<file path="src/rtl/wave_capture_pkg.sv">
// Shared definitions for the wave capture path.
// Holds the default geometry of the sample RAM (also used by wave_display),
// the capture FSM state encoding and the sample-to-RAM conversion helper.
package wave_capture_pkg;

  localparam int unsigned WcNumSamples  = 256;   // samples per bank
  localparam int unsigned WcAddrW       = 8;     // log2(WcNumSamples)
  localparam int unsigned WcTrigTimeout = 1024;  // strobes in ARMED before forced trigger

  typedef enum logic [1:0] {
    WcArmed  = 2'd0,
    WcActive = 2'd1,
    WcWait   = 2'd2
  } wc_state_e;

  // Signed top byte to offset binary: 0x80 -> 0x00, 0x00 -> 0x80, 0x7F -> 0xFF.
  function automatic logic [7:0] to_offset_binary(input logic [7:0] top_byte);
    return top_byte ^ 8'h80;
  endfunction

endpackage

</file>
<file path="src/rtl/zero_cross_detect.sv">
// Trigger source for wave_capture.
// Tracks the sign of the previous sample and counts strobes while armed,
// asserting trigger (combinationally, one cycle, qualified by strobe) on a
// negative-to-non-negative crossing or when the timeout count is reached.
// Ports:
//   clk, reset   clock and synchronous active-high reset
//   strobe       new sample strobe
//   sample_neg   sign bit of the current sample
//   armed        capture FSM is waiting for a trigger
//   trigger      accept this strobe as sample 0 of a capture
module zero_cross_detect #(
  parameter int unsigned TRIG_TIMEOUT = 1024
) (
  input  logic clk,
  input  logic reset,
  input  logic strobe,
  input  logic sample_neg,
  input  logic armed,
  output logic trigger
);

  localparam int unsigned CntW = (TRIG_TIMEOUT > 1) ? $clog2(TRIG_TIMEOUT) : 1;

  logic            prev_neg_q;
  logic [CntW-1:0] timeout_cnt_q, timeout_cnt_d;
  logic            crossing, timed_out;

  always_comb begin
    crossing      = prev_neg_q && !sample_neg;
    timed_out     = (timeout_cnt_q == CntW'(TRIG_TIMEOUT - 1));
    trigger       = armed && strobe && (crossing || timed_out);
    timeout_cnt_d = timeout_cnt_q;
    if (trigger) begin
      timeout_cnt_d = '0;
    end else if (armed && strobe) begin
      timeout_cnt_d = timeout_cnt_q + CntW'(1);
    end
  end

  always_ff @(posedge clk) begin
    if (reset) begin
      prev_neg_q    <= 1'b0;
      timeout_cnt_q <= '0;
    end else begin
      // Sign history follows every strobe regardless of FSM state.
      if (strobe) prev_neg_q <= sample_neg;
      timeout_cnt_q <= timeout_cnt_d;
    end
  end

endmodule

</file>
<file path="src/rtl/wave_capture.sv">
// Capture controller for the double-banked waveform sample RAM.
// Arms on a rising zero crossing (or a forced trigger after a timeout),
// writes NUM_SAMPLES offset-binary bytes into the bank not being displayed,
// then flips read_index during display idle so the reader never sees a
// half-written bank. All RAM write outputs are registered.
// Ports:
//   clk, reset          clock and synchronous active-high reset
//   new_sample_ready    one-cycle strobe per audio sample
//   new_sample_in       signed 16-bit sample, valid with the strobe
//   wave_display_idle   display is in vertical blank
//   write_address       {bank, index} into the sample RAM
//   write_enable        one-cycle RAM write strobe
//   write_sample        unsigned byte to store
//   read_index          bank being displayed; writes go to ~read_index
module wave_capture
  import wave_capture_pkg::*;
#(
  parameter int unsigned NUM_SAMPLES  = wave_capture_pkg::WcNumSamples,
  parameter int unsigned ADDR_W       = wave_capture_pkg::WcAddrW,
  parameter int unsigned TRIG_TIMEOUT = wave_capture_pkg::WcTrigTimeout
) (
  input  logic              clk,
  input  logic              reset,
  input  logic              new_sample_ready,
  input  logic [15:0]       new_sample_in,
  input  logic              wave_display_idle,
  output logic [ADDR_W:0]   write_address,
  output logic              write_enable,
  output logic [7:0]        write_sample,
  output logic              read_index
);

  wc_state_e         state_q, state_d;
  logic [ADDR_W-1:0] count_q, count_d;
  logic [ADDR_W:0]   waddr_q, waddr_d;
  logic [7:0]        wdata_q, wdata_d;
  logic              we_q, we_d;
  logic              read_index_q, read_index_d;
  logic              trigger;
  logic              unused_sample_lsbs;

  assign unused_sample_lsbs = ^new_sample_in[7:0];

  zero_cross_detect #(
    .TRIG_TIMEOUT (TRIG_TIMEOUT)
  ) u_zero_cross_detect (
    .clk        (clk),
    .reset      (reset),
    .strobe     (new_sample_ready),
    .sample_neg (new_sample_in[15]),
    .armed      (state_q == WcArmed),
    .trigger    (trigger)
  );

  always_comb begin
    state_d      = state_q;
    count_d      = count_q;
    we_d         = 1'b0;
    waddr_d      = waddr_q;
    wdata_d      = wdata_q;
    read_index_d = read_index_q;
    unique case (state_q)
      WcArmed: begin
        if (trigger) begin
          we_d    = 1'b1;
          waddr_d = {~read_index_q, {ADDR_W{1'b0}}};
          wdata_d = to_offset_binary(new_sample_in[15:8]);
          count_d = ADDR_W'(1);
          state_d = WcActive;
        end
      end
      WcActive: begin
        if (new_sample_ready) begin
          we_d    = 1'b1;
          waddr_d = {~read_index_q, count_q};
          wdata_d = to_offset_binary(new_sample_in[15:8]);
          count_d = count_q + ADDR_W'(1);  // wraps to 0 after the last slot
          if (count_q == ADDR_W'(NUM_SAMPLES - 1)) state_d = WcWait;
        end
      end
      WcWait: begin
        // Strobes here are dropped; a strobe on the exit cycle cannot
        // trigger because the detector only fires while armed.
        if (wave_display_idle) begin
          read_index_d = ~read_index_q;
          state_d      = WcArmed;
        end
      end
      default: state_d = WcArmed;
    endcase
  end

  always_ff @(posedge clk) begin
    if (reset) begin
      state_q      <= WcArmed;
      count_q      <= '0;
      we_q         <= 1'b0;
      waddr_q      <= '0;
      wdata_q      <= '0;
      read_index_q <= 1'b0;
    end else begin
      state_q      <= state_d;
      count_q      <= count_d;
      we_q         <= we_d;
      waddr_q      <= waddr_d;
      wdata_q      <= wdata_d;
      read_index_q <= read_index_d;
    end
  end

  assign write_address = waddr_q;
  assign write_enable  = we_q;
  assign write_sample  = wdata_q;
  assign read_index    = read_index_q;

endmodule

</file>
<file path="config.mk">
export PLATFORM = sky130hd
export DESIGN_NAME = wave_capture
export DESIGN_NICKNAME = d
export VERILOG_FILES = /design/src/rtl/wave_capture_pkg.sv /design/src/rtl/zero_cross_detect.sv /design/src/rtl/wave_capture.sv
export SDC_FILE = /design/constraint.sdc
export NUM_CORES = 1
export LEC_CHECK = 0
export BUFFER_PORTS_ARGS = -buffer_cell sky130_fd_sc_hd__buf_4
export CORE_ASPECT_RATIO = 0.7
export CORE_MARGIN = 2
export CORE_UTILIZATION = 48
export CTS_CLUSTER_SIZE = 16
export DETAILED_ROUTE_END_ITERATION = 10
export PLACE_DENSITY = 0.75
export SYNTH_ARGS = -nofsm -noshare
export SYNTH_HDL_FRONTEND = slang
export SYNTH_SLANG_ARGS = --single-unit
</file>
<file path="constraint.sdc">
create_clock -name clk -period 1.77 [get_ports clk]
set_input_delay 0.177 -clock clk [delete_from_list [all_inputs] [get_ports clk]]
set_output_delay 0.177 -clock clk [all_outputs]
set_load 0.02 [all_outputs]
</file>
==> summary.md, run 1 <==
| Metric | Value |
|---|---|
| Final-report hold violation count | `0` |
| Largest cells by area after synthesis | `dfxtp_1, nand3_1, nor2_1` |
| Wire per inst | `roughly 13 µm` |
| RR Startpoint | `u_zero_cross_detect.timeout_cnt_q[1]$_SDFFE_PP0P_` |
| Bufs and invs on worst path | `1` |
| Die W | `approximately 76 µm` |
| Synth Instances | `roughly 190` |
| Lkg Pwr | `roughly 0.93 nW` |
| Die H | `54.7 µm` |
| ANT cells | `0` |
| CP Capture Type | `flop` |
| GP Congestion | `0.753` |
| Crit path kind | `reg -> reg` |
| Port bufs | `30` |
| Die area | `0.00418 mm²` |
| Fin worst setup slack | `between 0.07 and 0.08 ns` |
| CTS H-tree lvls | `2` |
| Core ar. | `between 0.003 and 0.004 mm²` |
| Worst EP required | `slightly below 2 ns` |
| DRT Pass-1 Iters | `4` |
| Worst path arrival time | `about 1.9 ns` |
| Post-Syn Nets | `around 210` |
| Worst path cell trace | `ha_4 > nand3_2 > or4_4 > buf_12 > a32oi_2 > nor2_1` |
| R2R Path End | `write_address[4]$_SDFFE_PP0P_` |
| Avg Vias per Cell | `about 5.3` |
| Io pins | `39` |
| Area Overhead vs Synth | `29.9%` |
| Setup Buffers After CTS | `0` |
| Syn Area/Cell | `9.19 µm²` |
| Yosys top cell area share | `0.454` |
| Synth warnings | `0` |
| Num CTS Buffers | `5` |
| Worst vdd ir | `approximately 0.50 mV` |
| Clock buffer depth | `2` |
| Worst R2R Setup Slack | `about 0.08 ns` |
| Worst-Margin Slew | `0.303 ns` |
| Share of post-route cells with drive strength above 1 | `0.289` |
| # DRC | `0` |
| Initial antenna violation count | `0` |
| Worst Reg-to-Reg Cells | `6` |
| Slew Viols, Final | `0` |
| GRT Util Overall | `0.187` |
| Nets@finish | `between 200 and 300` |
| Crit path max-delay family | `simple AND/OR/NAND/NOR gates` |
| Setup Skew | `between 0.007 and 0.008 ns` |
| CTS tree | `yes` |
| Post-detail-place hpwl | `2490 µm` |
| Routed via count | `between 1,500 and 2,000` |
| Final wirelength | `3800 µm` |
| # Max-Cap Violations | `0` |
| Max transition margin | `0.798` |
| Crit-path slowest cell | `or4_4` |
| Clock Sinks | `40` |
| Run status | `finished clean` |
| Clk Latency, worst-skew pair | `0.29 ns` |
| Site Rows | `18` |
| Fill cell count | `approximately 320` |
| Vias in the first global route | `approximately 1,300` |
| First-pass GRT wire length | `5990 µm` |
| Synth Register Bits | `40` |
| Routed Antenna Nets | `0` |
| CP max stage delay | `0.52 ns` |
| WP depth | `6` |
| Grt total ovfl | `0` |
| Tot Pwr | `~1.8 mW` |
| Clock transition at the registers of the reported paths | `approximately 0.080 ns` |
| First-iteration detailed-routing DRC count | `84` |
| FMAX | `~600 MHz` |
| Initial Util | `0.502` |
| Post-place setup slack | `0.0650 ns` |
| Seq/Total Area, Yosys | `0.454` |
| Crit start category | `flop` |
| Cell taking the most area after synthesis | `dfxtp_1` |
| Hold crit path type | `in -> reg` |
| Pwr dens | `791 mW/mm²` |
| Max FO, Critical Path | `30` |
| Period utilization | `0.955` |
| Final setup vio count | `0` |
| Hold path depth | `2` |
| Pin count of the biggest net entering global routing | `31` |
| Fin crit period | `about 1.7 ns` |
| HP Start | `new_sample_in[15]` |
| CTS Root Cell | `clkbuf_8` |
| Synth unique cells | `35` |
| Mapped Area | `0.00176 mm²` |
| Worst setup path start | `u_zero_cross_detect.timeout_cnt_q[1]$_SDFFE_PP0P_` |
| Worst setup path end | `write_address[4]$_SDFFE_PP0P_` |
[power breakdown]
group          internal, mW  switching, mW
clock network         0.419          0.312
logic                0.0753         0.0768
registers             0.917         0.0128
[layout make-up]
class | instances | area (µm²) | area share
Multi-Input combinational cell | 134 | 917 | 0.400
Sequential cell | 40 | 803 | 0.350
Timing Repair Buffer | 47 | 390 | 0.170
Clock buffer | 6 | 72.6 | 0.0317
Tap cell | 50 | 62.6 | 0.0273
Clock inverter | 2 | 35.0 | 0.0153
Inverter | 3 | 11.3 | 0.00491
[placed cells by master, fill, tap and decap left out, drive strengths merged]
cell type,instances
a31oi,1
xnor2,6
bufinv,1
nand4bb,1
a21oi,12
nand3,20
o2111ai,1
mux2i,7
inv,3
clkbuf,6
nand2,5
nor3,7
a32oi,7
and2,1
nor2,20
nor4,1
nand4,4
or4,1
a41oi,1
or3b,2
dfxtp,40
clkinv,1
nor3b,1
nand3b,6
and3b,1
o311a,1
buf,47
nor2b,1
and3,3
ha,2
a21o,1
o21ai,11
a211oi,5
xor2,4
nand2b,1
[Yosys cell counts]
| cell | count |
|---|---|
| nand4bb_1 | 1 |
| a31oi_1 | 1 |
| xnor2_1 | 6 |
| a21o_1 | 1 |
| nand3b_1 | 6 |
| a21oi_4 | 1 |
| nor3b_2 | 1 |
| dfxtp_1 | 40 |
| or3b_2 | 2 |
| nand2b_1 | 1 |
| nand4_1 | 4 |
| a21oi_1 | 11 |
| a211oi_1 | 5 |
| nor3_1 | 7 |
| nor4_4 | 1 |
| and3b_1 | 1 |
| nand2_1 | 5 |
| clkbuf_1 | 8 |
| or4_4 | 1 |
| and3_1 | 3 |
| and2_1 | 1 |
| nor2_1 | 20 |
| xor2_1 | 4 |
| o2111ai_1 | 1 |
| ha_1 | 2 |
| o21ai_0 | 11 |
| a41oi_1 | 1 |
| mux2i_1 | 7 |
| buf_2 | 4 |
| nand3_1 | 20 |
| a32oi_1 | 7 |
| o311a_1 | 1 |
| nor2b_1 | 1 |
| inv_1 | 3 |
| buf_6 | 3 |
[flip-flops by register name, indices dropped and copies added (netlist names)]
register	count
u_zero_cross_detect.timeout_cnt_q	10
write_address	9
count_q	8
write_sample	8
state_q	2
read_index	1
u_zero_cross_detect.prev_neg_q	1
write_enable	1
[cells by family (layout without fill, tap and decap cells)]
kind of cell	Yosys count	count (layout)	synth area share
multiplexers	7	7	0.0397
flip-flops	40	40	0.454
AND/OR/NAND/NOR	75	75	0.238
buffers and inverters	18	58	0.0539
adder cells (fa/ha/maj)	2	2	0.0142
AO/OA/AOI/OAI	40	40	0.151
XOR/XNOR	10	10	0.0496
[layer usage]
layer  track usage  share of wire
met2         0.274           0.44
met5             0              0
met4        0.0727         0.0050
met1         0.258           0.50
met3        0.0594          0.056
[worst min path at each step]
stage,end,slack (ns)
2_1_floorplan,write_sample[7]$_SDFFE_PP0P_,0.28
3_3_place_gp,write_sample[7]$_SDFFE_PP0P_,0.38
3_5_place_dp,write_sample[7]$_SDFFE_PP0P_,0.39
4_1_cts,write_sample[7]$_SDFFE_PP0P_,0.07
5_1_grt,write_sample[7]$_SDFFE_PP0P_,0.08
6_report,write_sample[7]$_SDFFE_PP0P_,0.08
[metrics by stage]
stage | utilization | area (µm²) | hold slack, ns | TNS (ns) | cells
final | 0.652 | 2290 | 0.0812 | 0 | 282
after global routing | 0.652 | 2290 | 0.0750 | -0.00710 | 282
after CTS | 0.641 | 2250 | 0.0748 | 0 | 282
after floorplan | - | 1780 | 0.276 | 0 | 192
after global placement | 0.610 | 2140 | 0.384 | 0 | 274
after detailed placement | 0.610 | 2140 | 0.388 | 0 | 274
[timing repair]
item | CTS | global route
hold buffers | 0 | 0
endpoints found under the setup margin | 0 | 8
resized for setup | 0 | 4
Note: power is estimated with default switching activity, not from simulation.
==> run 2: changes to the inputs <==
CORE_MARGIN = default   (was 2)
==> run 2 against run 1 <==
  * Combinational power about the same
  * Sequential share of layout area decreased by 0.47 points
  * Setup slack gained 0.023 ns
  * Maximum frequency grew 1.4%
  * Cell count is 1.8% higher
  * Power about the same
  * Sequential power barely moved
  * Clock power barely moved
  * Critical path type unchanged
  * Critical endpoint is now write_address[5]$_SDFFE_PP0P_
  * Largest cell class unchanged
==> summary.md, run 2 (synthesized netlist as in run 1, its figures left out) <==
| Metric | Value |
|---|---|
| Max reg flops | `10 (unchanged)` |
| GP Congestion | `0.744 (-1.3%)` |
| Worst path arrival time | `1.84 ns (-0.03 ns)` |
| RR Startpoint | `state_q[1]$_SDFFE_PP0P_` |
| R2R Path End | `write_address[5]$_SDFFE_PP0P_` |
| Max transition margin | `0.820 (+0.0224)` |
| GRT Util Overall | `0.201 (+0.0139)` |
| CP Capture Type | `flop` |
| Pwr dens | `779 mW/mm² (-1.4%)` |
| ANT cells | `0 (unchanged)` |
| Initial antenna violation count | `0 (unchanged)` |
| Crit path max-delay family | `simple AND/OR/NAND/NOR gates` |
| Crit path kind | `reg -> reg` |
| Metal3 WL | `175 µm (-18%)` |
| Routed Antenna Nets | `0 (unchanged)` |
| WP depth | `5 (-1)` |
| Most frequent cells in the layout | `buf_4, dfxtp_1, nor2_1` |
| Initial Util | `0.502 (unchanged)` |
| Grt total ovfl | `0 (unchanged)` |
| Pin count of the biggest net entering global routing | `26 (-16%)` |
| CTS Root Cell | `clkbuf_8` |
| CTS H-tree lvls | `2 (unchanged)` |
| Lkg Pwr | `0.949 nW (+2.6%)` |
| WHS Endpoint | `write_sample[7]$_SDFFE_PP0P_` |
| Worst EP required | `1.95 ns (about the same)` |
| Clock transition at the registers of the reported paths | `0.08 ns (about the same)` |
| Fin crit period | `1.67 ns (-0.0233 ns)` |
| Post-place setup slack | `0.0119 ns (-0.0531 ns)` |
| Die area | `0.00393 mm² (-6.2%)` |
| Unrepaired setup endpoints after global routing | `false` |
| Period utilization | `0.942 (-0.0132)` |
| Crit start category | `flop` |
| Worst Reg-to-Reg Cells | `5 (-1)` |
| Core ar. | `0.00351 mm² (unchanged)` |
| # DRC | `0 (unchanged)` |
| Clk Latency, worst-skew pair | `0.29 ns (about the same)` |
| Worst-Margin Slew | `0.268 ns (-0.0349 ns)` |
| # Max-Cap Violations | `0 (unchanged)` |
| Worst vdd ir | `0.463 mV (-7.2%)` |
| FMAX | `600 MHz (+1.4%)` |
| Worst path cell trace | `nand4bb_4 > or4_4 > buf_12 > a32oi_2 > nor2_1` |
| Num CTS Buffers | `5 (unchanged)` |
| CTS tree | `yes` |
| Wire per inst | `13.4 µm (-0.55%)` |
| Final-report hold violation count | `0 (unchanged)` |
| CP max stage delay | `0.57 ns (+0.05 ns)` |
| HP Start | `new_sample_in[15]` |
| Final hold slack | `0.0835 ns (+0.00228 ns)` |
| Largest Register | `u_zero_cross_detect.timeout_cnt_q` |
| Slew Viols, Final | `0 (unchanged)` |
| Run status | `finished clean` |
| Setup Skew | `0.00241 ns (-0.00524 ns)` |
| Area Overhead vs Synth | `31.9%` |
| Post-detail-place hpwl | `2610 µm (+4.6%)` |
| First-iteration detailed-routing DRC count | `59 (-30%)` |
| Routed length on met1 | `1880 µm (-1.8%)` |
| Most common cell after layout, fill and taps aside | `buf_4` |
| Uppermost layer routed | `met4` |
| Max FO, Critical Path | `16 (-47%)` |
| Port bufs | `30 (unchanged)` |
| First-pass GRT wire length | `5870 µm (-2.0%)` |
| Avg Vias per Cell | `5.34 (+0.35%)` |
| Clock buffer depth | `2 (unchanged)` |
| DRT Pass-1 Iters | `4 (unchanged)` |
| Crit-path slowest cell | `or4_4` |
| Cell Area, Placed | `0.00215 mm² (+0.35%)` |
| Nets@finish | `258 (+2.0%)` |
| Finished Cell Area | `0.00233 mm² (+1.5%)` |
| Worst R2R Setup Slack | `0.10 ns (+0.02 ns)` |
| Bufs and invs on worst path | `1 (unchanged)` |
| Final setup vio count | `0 (unchanged)` |
| Clock Sinks | `40 (unchanged)` |
| Hold path depth | `2 (unchanged)` |
| Routed via count | `1,534 (+2.1%)` |
| Hold crit path type | `in -> reg` |
| Routed wl met2 | `1770 µm (+6.8%)` |
| Die H | `52.7 µm (-3.7%)` |
| Vias in the first global route | `1,301 (+1.9%)` |
| Final wirelength | `3850 µm (+1.2%)` |
| Die W | `74.5 µm (-2.6%)` |
| Io pins | `39 (unchanged)` |
| Site Rows | `18 (unchanged)` |
| Setup TNS | `0 ns (unchanged)` |
| Fin worst setup slack | `0.103 ns (+0.0233 ns)` |
| Share of post-route cells with drive strength above 1 | `0.304 (+0.0150)` |
==> run 2: final cells by class <==
class,count,area (µm²)
Sequential cell,40,805
Multi-Input combinational cell,134,910
Tap cell,50,62.6
Clock inverter,2,35.0
Inverter,3,11.3
Fill cell,289,1190
Timing Repair Buffer,52,432
Clock buffer,6,72.6
==> run 2: per-stage QoR <==
stage / cells / utilization / power (mW)
floorplan: 192 / - / 1.03
global placement: 275 / 0.612 / 1.09
detailed placement: 275 / 0.612 / 1.10
CTS: 283 / 0.643 / 1.82
global route: 287 / 0.662 / 1.88
finish: 287 / 0.662 / 1.81
==> run 2: how the worst max path moves through the flow <==
stage                                                           start                             to
finish                                        state_q[1]$_SDFFE_PP0P_  write_address[5]$_SDFFE_PP0P_
global route        u_zero_cross_detect.timeout_cnt_q[0]$_SDFFE_PP0P_  write_address[2]$_SDFFE_PP0P_
CTS                 u_zero_cross_detect.timeout_cnt_q[1]$_SDFFE_PP0P_  write_address[5]$_SDFFE_PP0P_
detailed placement  u_zero_cross_detect.timeout_cnt_q[1]$_SDFFE_PP0P_  write_address[5]$_SDFFE_PP0P_
global placement    u_zero_cross_detect.timeout_cnt_q[1]$_SDFFE_PP0P_  write_address[1]$_SDFFE_PP0P_
floorplan                                     state_q[1]$_SDFFE_PP0P_  write_address[5]$_SDFFE_PP0P_
==> run 2: power breakdown <==
part / internal [mW] / leakage (nW) / switching (mW)
clock network: 0.418 / 0.0552 / 0.312
registers: 0.918 / 0.324 / 0.0130
logic: 0.0756 / 0.570 / 0.0771
total: 1.41 / 0.949 / 0.402
==> run 2: layer usage <==
layer | up-vias | track usage
met3 | 4 | 0.0538
met4 | 0 | 0.0566
met1 | 714 | 0.267
li1 | 780 | -
met5 | - | 0
met2 | 36 | 0.320
==> run 2: worst reg2reg max path, delay by kind of cell, from the launching register on <==
family / cells / cell delay (ns)
simple gates: 3 / 0.86
flops: 1 / 0.32
buf+inv: 1 / 0.17
compound gates: 1 / 0.20
==> run 2: what timing repair did <==
action                     in CTS  in global routing
setup buffers                   0                  4
setup endpoints to repair       0                  4
hold buffers                    0                  0
resized for setup               0                  5
==> run 3: changes to the inputs <==
RECOVER_POWER = 50   (was default)
REMOVE_ABC_BUFFERS = 1   (was default)
SLEW_MARGIN = 15   (was default)
==> run 3 against run 2 <==
  * Setup slack got worse by 0.028 ns
  * Clock skew about the same
  * Critical path type unchanged
  * Critical endpoint is now u_zero_cross_detect.timeout_cnt_q[0]$_SDFFE_PP0P_
  * Sequential cell count unchanged
  * Largest power group unchanged
  * Combinational power decreased by 3%
  * First-iteration DRC count decreased by 6.8%
  * Wire length decreased by 1.0%
  * Maximum frequency decreased by 1.7%
  * Largest cell class unchanged
  * Worst hold slack got worse by 0.0054 ns
==> summary.md, run 3 (synthesized netlist as in run 1, its figures left out) <==
| Metric | Value |
|---|---|
| Worst path arrival time | `1.89 ns (+0.05 ns)` |
| Sw frac | `0.238 (+0.0160)` |
| Num CTS Buffers | `5 (unchanged)` |
| Routed length on met1 | `2000 µm (+6.4%)` |
| Worst EP required | `1.96 ns (about the same)` |
| Comb pwr share | `0.087 (+0.003)` |
| Fill cell count | `334 (+16%)` |
| Wire per inst | `13.3 µm (-1.0%)` |
| Nets@finish | `258 (unchanged)` |
| Multi-input logic area | `871 µm² (-4.3%)` |
| Worst path cell trace | `ha_2 > nand3_1 > or4_4 > nand2_1 > buf_12 > nor2_1` |
| Max transition margin | `0.785 (-0.0355)` |
| Pin count of the biggest net entering global routing | `26 (unchanged)` |
| Most common cell after layout, fill and taps aside | `dfxtp_1` |
| GP Congestion | `0.822 (+11%)` |
| Non-Filler Instances | `287 (unchanged)` |
| Setup Skew | `0.00274 ns (+0.000333 ns)` |
| CTS Root Cell | `clkbuf_8` |
| Uppermost layer routed | `met4` |
| Crit path kind | `reg -> reg` |
| GRT Util Overall | `0.210 (+0.00870)` |
| Die H | `52.7 µm (unchanged)` |
| Worst R2R Setup Slack | `0.07 ns (-0.03 ns)` |
| Share of post-route cells with drive strength above 1 | `0.211 (-0.0928)` |
| Hold buffers post-CTS | `0 (unchanged)` |
| Max FO, Critical Path | `20 (+4)` |
| Core ar. | `0.00351 mm² (unchanged)` |
| Worst-Margin Slew | `0.322 ns (+0.0546 ns)` |
| Worst setup path start | `u_zero_cross_detect.timeout_cnt_q[0]$_SDFFE_PP0P_` |
| First-pass GRT wire length | `6050 µm (+3.1%)` |
| Routed Antenna Nets | `0 (unchanged)` |
| P_int | `1.30 mW (-8.2%)` |
| Storage cell area | `805 µm² (unchanged)` |
| RR Startpoint | `u_zero_cross_detect.timeout_cnt_q[0]$_SDFFE_PP0P_` |
| ANT cells | `0 (unchanged)` |
| Initial antenna violation count | `0 (unchanged)` |
| Die W | `74.5 µm (unchanged)` |
| CTS H-tree lvls | `2 (unchanged)` |
| Total net switching power | `404 µW (+0.50%)` |
| Fin util | `0.626 (-0.0367)` |
| First-iteration detailed-routing DRC count | `55 (-6.8%)` |
| Clock transition at the registers of the reported paths | `0.07 ns (about the same)` |
| Lkg Pwr | `0.852 nW (-10%)` |
| Clock buffer depth | `2 (unchanged)` |
| Grt total ovfl | `0 (unchanged)` |
| Clock group share of total power | `0.368 (-0.035)` |
| Metal3 WL | `224 µm (+28%)` |
| Initial Util | `0.502 (unchanged)` |
| Clk Latency, worst-skew pair | `0.29 ns (about the same)` |
| # Max-Cap Violations | `0 (unchanged)` |
| CP Capture Type | `flop` |
| Largest Register | `u_zero_cross_detect.timeout_cnt_q` |
| Max reg flops | `10 (unchanged)` |
| Vias in the first global route | `1,322 (+1.6%)` |
| Unrepaired setup endpoints after global routing | `true` |
| Setup TNS | `0 ns (unchanged)` |
| Pwr dens | `774 mW/mm² (-0.75%)` |
| Die area | `0.00393 mm² (unchanged)` |
| DRT Pass-1 Iters | `4 (unchanged)` |
| Worst vdd ir | `0.393 mV (-15%)` |
| Run status | `finished clean` |
| Placed insts | `277 (+0.73%)` |
| Crit start category | `flop` |
| Period utilization | `0.958 (+0.0160)` |
| # DRC | `0 (unchanged)` |
| Area Overhead vs Synth | `24.6%` |
| Routed via count | `1,524 (-0.65%)` |
| Most frequent cells in the layout | `dfxtp_1, buf_4, nand3_1, nor2_1, clkbuf_1` |
| Hold crit path type | `in -> reg` |
| CP max stage delay | `0.58 ns (about the same)` |
| Final wirelength | `3810 µm (-1.0%)` |
| Site Rows | `18 (unchanged)` |
| Io pins | `39 (unchanged)` |
| Seq pwr share | `0.545 (+0.032)` |
| Fin crit period | `1.70 ns (+0.0283 ns)` |
| FMAX | `590 MHz (-1.7%)` |
| Clock Sinks | `40 (unchanged)` |
| Final-report hold violation count | `0 (unchanged)` |
| Port bufs | `30 (unchanged)` |
| Final setup vio count | `0 (unchanged)` |
| Post-detail-place hpwl | `2560 µm (-1.9%)` |
| Routed wl met2 | `1540 µm (-13%)` |
| HP Start | `new_sample_in[15]` |
| Avg Vias per Cell | `5.31 (-0.65%)` |
| CTS tree | `yes` |
| Crit-path slowest cell | `or4_4` |
| Slew Viols, Final | `0 (unchanged)` |
run 3: worst max-delay path: cells and delay by family, from the launching register on:
| family | cells | cell delay (ns) |
|---|---|---|
| fa+ha+maj | 1 | 0.18 |
| buf+inv | 1 | 0.14 |
| flops | 1 | 0.35 |
| simple gates | 4 | 0.91 |
run 3: per-layer routing:
layer | vias up | global-route usage
met3 | 5 | 0.0673
met1 | 705 | 0.289
met2 | 36 | 0.308
li1 | 778 | -
met4 | 0 | 0.0660
met5 | - | 0
run 3: worst paths after layout:
kind,end,depth (start not counted)
worst max-delay path,u_zero_cross_detect.timeout_cnt_q[0]$_SDFFE_PP0P_,6
worst min-delay path,write_sample[7]$_SDFFE_PP0P_,2
worst max register to register,u_zero_cross_detect.timeout_cnt_q[0]$_SDFFE_PP0P_,6
worst min register to register,write_address[0]$_SDFFE_PP0P_,2
run 3: repair_timing:
action | in CTS | in global routing
gates resized for setup | 0 | 5
endpoints found under the setup margin | 2 | 28
setup buffers | 0 | 2
pin swaps | 1 | 1
run 3: power groups by stage:
stage               Combinational (mW)  Clock [mW]  Sequential (mW)
finish                           0.148       0.626            0.927
CTS                              0.154       0.643            0.926
global route                     0.162       0.681            0.929
global placement                 0.150           0            0.946
detailed placement               0.153           0            0.947
floorplan                       0.0554           0            0.959
run 3: cell type report:
class / count / area share
Multi-Input combinational cell: 134 / 0.396
Sequential cell: 40 / 0.366
Timing Repair Buffer: 52 / 0.162
Clock buffer: 6 / 0.0376
Tap cell: 50 / 0.0285
Inverter: 3 / 0.00512
Clock inverter: 2 / 0.00455
run 3: through the flow:
step / hold slack (ns) / instance area, µm² / setup WS [ns] / power (mW)
3_5_place_dp: 0.389 / 2140 / -0.00986 / 1.10
5_1_grt: 0.0789 / 2200 / -0.0112 / 1.77
6_report: 0.0781 / 2200 / 0.0747 / 1.70
3_3_place_gp: 0.389 / 2140 / 0.0372 / 1.10
4_1_cts: 0.0736 / 2240 / 0.0427 / 1.72
2_1_floorplan: 0.246 / 1680 / -0.273 / 1.01
